### config.mk
export PLATFORM = sky130hd
export DESIGN_NAME = imm_gen_pipe
export DESIGN_NICKNAME = d
export VERILOG_FILES = /design/src/rtl/imm_gen_pipe.sv
export SDC_FILE = /design/constraint.sdc
export NUM_CORES = 1
export LEC_CHECK = 0
export CORE_ASPECT_RATIO = 1.2
export CORE_MARGIN = 2
export CORE_UTILIZATION = 45
export DETAILED_ROUTE_END_ITERATION = 16
export PLACE_DENSITY = 0.78
export SLEW_MARGIN = 20
export SYNTH_ARGS = -nofsm -noshare
export SYNTH_HDL_FRONTEND = slang
export SYNTH_SLANG_ARGS = --single-unit
### constraint.sdc
create_clock -name clk -period 1.8 [get_ports clk]
set_clock_uncertainty 0.15 [all_clocks]
set_input_delay 0.27 -clock clk [delete_from_list [all_inputs] [get_ports clk]]
set_output_delay 0.27 -clock clk [all_outputs]
set_load 0.05 [all_outputs]
### src/rtl/imm_gen_pipe.sv
// imm_gen_pipe: registered I/S/B/U/J immediate generator behind a two-entry elastic buffer (optional IMM_AUTODEC_EN: decode type from opcode)
module imm_gen_pipe #(
  parameter int XLEN = 32,
  parameter int TAGW = 5
) (
  input  logic            clk,
  input  logic            rst_n,
  input  logic            in_valid,
  output logic            in_ready,
  input  logic [31:0]     instr,
  input  logic [2:0]      src,
  input  logic [TAGW-1:0] tag_in,
  output logic            out_valid,
  input  logic            out_ready,
  output logic [XLEN-1:0] inmExt,
  output logic [TAGW-1:0] tag_out,
  output logic            err
);
  localparam logic [1:0] EMPTY = 2'd0, ONE = 2'd1, FULL = 2'd2;
  logic [1:0]      state_q, state_d;
  logic [XLEN-1:0] or_imm_q, or_imm_d, sk_imm_q, sk_imm_d;
  logic [TAGW-1:0] or_tag_q, or_tag_d, sk_tag_q, sk_tag_d;
  logic            or_err_q, or_err_d, sk_err_q, sk_err_d;
  logic [2:0]      sel;
  logic [31:0]     imm32;
  logic            bad;
  logic [XLEN-1:0] imm_x;
  logic            accept, load_or, load_sk;
`ifdef IMM_AUTODEC_EN
  logic unused_src;
  assign unused_src = ^src;
  // Map the opcode onto the same type codes that src uses
  always_comb begin
    case (instr[6:0])
      7'b0010011, 7'b0000011, 7'b1100111, 7'b1110011: sel = 3'd0;
      7'b0100011: sel = 3'd1;
      7'b1100011: sel = 3'd2;
      7'b0110111, 7'b0010111: sel = 3'd3;
      7'b1101111: sel = 3'd4;
      default: sel = 3'd7;
    endcase
  end
`else
  logic unused_opc;
  assign unused_opc = ^instr[6:0];
  assign sel = src;
`endif
  // Build the 32-bit immediate by field concatenation; illegal selections give zero
  always_comb begin
    imm32 = '0;
    bad   = 1'b0;
    case (sel)
      3'd0: imm32 = {{20{instr[31]}}, instr[31:20]};
      3'd1: imm32 = {{20{instr[31]}}, instr[31:25], instr[11:7]};
      3'd2: imm32 = {{20{instr[31]}}, instr[7], instr[30:25], instr[11:8], 1'b0};
      3'd3: imm32 = {instr[31:12], 12'b0};
      3'd4: imm32 = {{12{instr[31]}}, instr[19:12], instr[20], instr[30:21], 1'b0};
      default: bad = 1'b1;
    endcase
  end
  assign imm_x  = XLEN'($signed(imm32));
  assign accept = in_valid & in_ready;
  // Buffer state register
  always_ff @(posedge clk or negedge rst_n) begin
    if (!rst_n) state_q <= EMPTY;
    else        state_q <= state_d;
  end
  // Buffer next state
  always_comb begin
    case (state_q)
      EMPTY:   state_d = accept ? ONE : EMPTY;
      ONE:     state_d = accept ? (out_ready ? ONE : FULL) : (out_ready ? EMPTY : ONE);
      FULL:    state_d = out_ready ? ONE : FULL;
      default: state_d = EMPTY;
    endcase
  end
  // Handshake outputs depend on state only
  always_comb begin
    out_valid = state_q != EMPTY;
    in_ready  = state_q != FULL;
  end
  // OR reloads from the input, or from SK when draining a full buffer; SK fills only on a stalled accept
  always_comb begin
    load_or  = (state_q == EMPTY && accept) || (state_q == ONE && accept && out_ready) ||
               (state_q == FULL && out_ready);
    load_sk  = state_q == ONE && accept && !out_ready;
    or_imm_d = load_or ? (state_q == FULL ? sk_imm_q : imm_x) : or_imm_q;
    or_tag_d = load_or ? (state_q == FULL ? sk_tag_q : tag_in) : or_tag_q;
    or_err_d = load_or ? (state_q == FULL ? sk_err_q : bad) : or_err_q;
    sk_imm_d = load_sk ? imm_x : sk_imm_q;
    sk_tag_d = load_sk ? tag_in : sk_tag_q;
    sk_err_d = load_sk ? bad : sk_err_q;
  end
  // Entry storage, cleared immediately on reset
  always_ff @(posedge clk or negedge rst_n) begin
    if (!rst_n) begin
      or_imm_q <= '0;
      or_tag_q <= '0;
      or_err_q <= 1'b0;
      sk_imm_q <= '0;
      sk_tag_q <= '0;
      sk_err_q <= 1'b0;
    end else begin
      or_imm_q <= or_imm_d;
      or_tag_q <= or_tag_d;
      or_err_q <= or_err_d;
      sk_imm_q <= sk_imm_d;
      sk_tag_q <= sk_tag_d;
      sk_err_q <= sk_err_d;
    end
  end
  assign inmExt  = or_imm_q;
  assign tag_out = or_tag_q;
  assign err     = or_err_q;
endmodule

==> impl_metrics.json <==
{
  "remaining_drc_errors": 0,
  "wirelength_mm": 9.694,
  "final_nets": 545,
  "routedWlPerCell_um": 16.18,
  "htree_levels": 3,
  "cp_max_fo": 7,
  "p_leak_uw": 0.002388,
  "synth_warnings": 0,
  "netSwitchingPower_uw": 3685,
  "synth-async-reset-ratio_pct": 100.0,
  "p_comb_share_pct": 46.9,
  "outcome": "completed",
  "netlist_area_um2": 3731,
  "avgSynthCellArea_um2": 9.304,
  "endpoint": "in_ready",
  "tns_ns": 0,
  "powerDensity_nw_per_um2": 1698,
  "ios": 84,
  "vias": 3360,
  "clk_latency_ns": 0.35,
  "endpoint_kind": "output port",
  "drive_gt1_share_pct": 22.22,
  "worst_pin_slew_ns": 0.4341,
  "final_max_slew_viol_count": 0,
  "r2r_start": "state_q[0]",
  "final_hold_viol_count": 0,
  "cts_tree": "yes",
  "grt_usage_pct": 22.45,
  "dp.cells": 579,
  "cts_sinks": 78,
  "arrival_ns": 1.36,
  "rsz0062_at_grt": "yes",
  "switching_share_pct": 43.17,
  "setup_viol": 0,
  "ant_nets": 0,
  "postLayoutCoreUtil_pct": 62.01,
  "synth-main-ff-cell": "dfrtp_1",
  "grt_max_degree": 43,
  "drv_cap": 0,
  "p_seq_share_pct": 35.8,
  "grt_overflow": 0,
  "grt_pass1_wl_mm": 16.00,
  "clockBufferDepth": 2,
  "clk_pin_slew_ns": 0.07,
  "numPortBuffers": 76,
  "rrSetupSlack_ns": 0.08,
  "drt_first_pass_iters": 4,
  "fmax_mhz": 562.9,
  "synth.distinct_cells": 37,
  "synth_edf_count": 0,
  "fin_crit_ns": 1.777,
  "grt_antenna_before_repair": 0,
  "ir_drop_v": 0.001131,
  "netlist_instances": 401,
  "crit_path_start": "state_q[0]",
  "cts-root-buf": "clkbuf_8",
  "initial_utilization_pct": 46.02,
  "p_clk_share_pct": 17.2,
  "area_growth_pct": 34.74,
  "layout_common_cells": "buf_4 (77), dfrtp_1 (76), nand2_1 (69)",
  "n_antenna_cell": 0,
  "cts_buffers": 9,
  "pre_cts_ws_ns": -0.4670,
  "path_class": "flip-flop to output port",
  "via_per_inst": 5.609,
  "synth_nets": 446,
  "rr_worst_depth": 6,
  "globalplace.congestion": 0.8625,
  "die_x_um": 87.12,
  "worstSetupStartpointType": "flip-flop",
  "period_share_pct": 98.70,
  "grt_pass1_vias": 3273,
  "finalWorstSetupSlack_ns": 0.02334,
  "die_h_um": 103.7,
  "rows": 36,
  "dr.first_iter.drc_count": 154,
  "required_ns": 1.38,
  "min_path_type": "input port to asynchronous set/reset pin",
  "die_area_um2": 9038,
  "worst_r2r_endpoint": "state_q[0]",
  "instances_no_fill": 599,
  "slew_headroom_pct": 71.06,
  "core-area_um2": 8108,
  "yosysSeqAreaShare_pct": 52.31,
  "p_int_uw": 4851,
  "yosys_register_bits": 78,
  "hpwl_mm": 7.008,
  "final_common_cell": "buf_4"
}
[cell usage after synthesis, drive strengths merged, types with 7 or more instances]
cell	count	area, um2
dfrtp	78	1952
nand2	69	259.0
a21oi	65	336.6
o21ai	52	260.3
buf	18	98.84
clkbuf	15	57.55
mux2i	14	140.1
nand3	10	50.05
nand2b	9	56.30
nor2	8	30.03
o22a	8	70.07
a2bb2oi	7	61.31
[power groups by stage]
stage	sequential [uW]	combinational, uW	clock, uW
floorplan	4380	1270	0
global placement	3050	3910	0
detailed placement	3080	3970	0
CTS	3050	4000	1500
global route	3150	4290	1590
finish	3060	4010	1470
[cell families (layout without fill, tap and decap cells)]
family,after synthesis,count (layout),share of synthesized area (%)
flip-flops,78,78,52.31
AND/OR/NAND/NOR,116,116,14.29
adder cells (fa/ha/maj),2,2,0.6036
AO/OA/AOI/OAI,149,149,23.00
buffers and inverters,38,141,4.694
multiplexers,17,17,4.862
XOR/XNOR,1,1,0.2348
[cell type report]
cell class / instances / area, um2
Fill cell: 690 / 3080
Sequential cell: 78 / 1954
Multi-Input combinational cell: 285 / 1619
Timing Repair Buffer: 121 / 1090
Clock buffer: 11 / 151.4
Tap cell: 95 / 118.9
Clock inverter: 4 / 70.07
Inverter: 5 / 23.77
[metrics by stage]
| stage | power (uW) | hold slack (ns) | area [um2] |
|---|---|---|---|
| 3_3_place_gp | 6953 | 0.07938 | 4736 |
| 3_5_place_dp | 7049 | 0.08422 | 4736 |
| 2_1_floorplan | 5650 | -0.1756 | 3756 |
| 5_1_grt | 9020 | 0.2634 | 5027 |
| 4_1_cts | 8561 | 0.2388 | 4991 |
| 6_report | 8537 | 0.2423 | 5027 |
[layer usage]
layer	GRT usage, %	vias up	routed length (um)
li1	-	1604	-
met1	30.13	1645	4149
met2	36.31	98	4936
met3	4.542	13	486
met4	7.143	0	123
met5	0	-	0
[flip-flops by register name (all words and copies together), names as in the netlist]
signal	count
err	1
sk_err_q	1
sk_imm_q	32
sk_tag_q	5
tag_out	5
inmExt	32
state_q	2
[how the worst min path moves through the flow]
stage          startpoint            to  slack [ns]  cells after the start
2_1_floorplan       rst_n           err       -0.18                      0
3_3_place_gp        rst_n    inmExt[18]        0.08                      1
3_5_place_dp        rst_n  sk_imm_q[18]        0.08                      1
4_1_cts             rst_n  sk_imm_q[18]        0.24                      2
5_1_grt             rst_n  sk_imm_q[18]        0.26                      2
6_report            rst_n  sk_imm_q[18]        0.24                      2
[worst max-delay path, stage by stage, from the launching register on]
cell and delay [ns]:
dfrtp_2 0.46, nor2b_4 0.16, clkinv_4 0.10, buf_6 0.14
buf_8 0.14
[what timing repair did]
item	CTS	global route
resized for setup	7	4
setup buffers	0	4
setup endpoints to repair	18	36
hold endpoints to repair	27	0
hold buffers	1	0
Note: power is estimated with default switching activity, not from simulation.
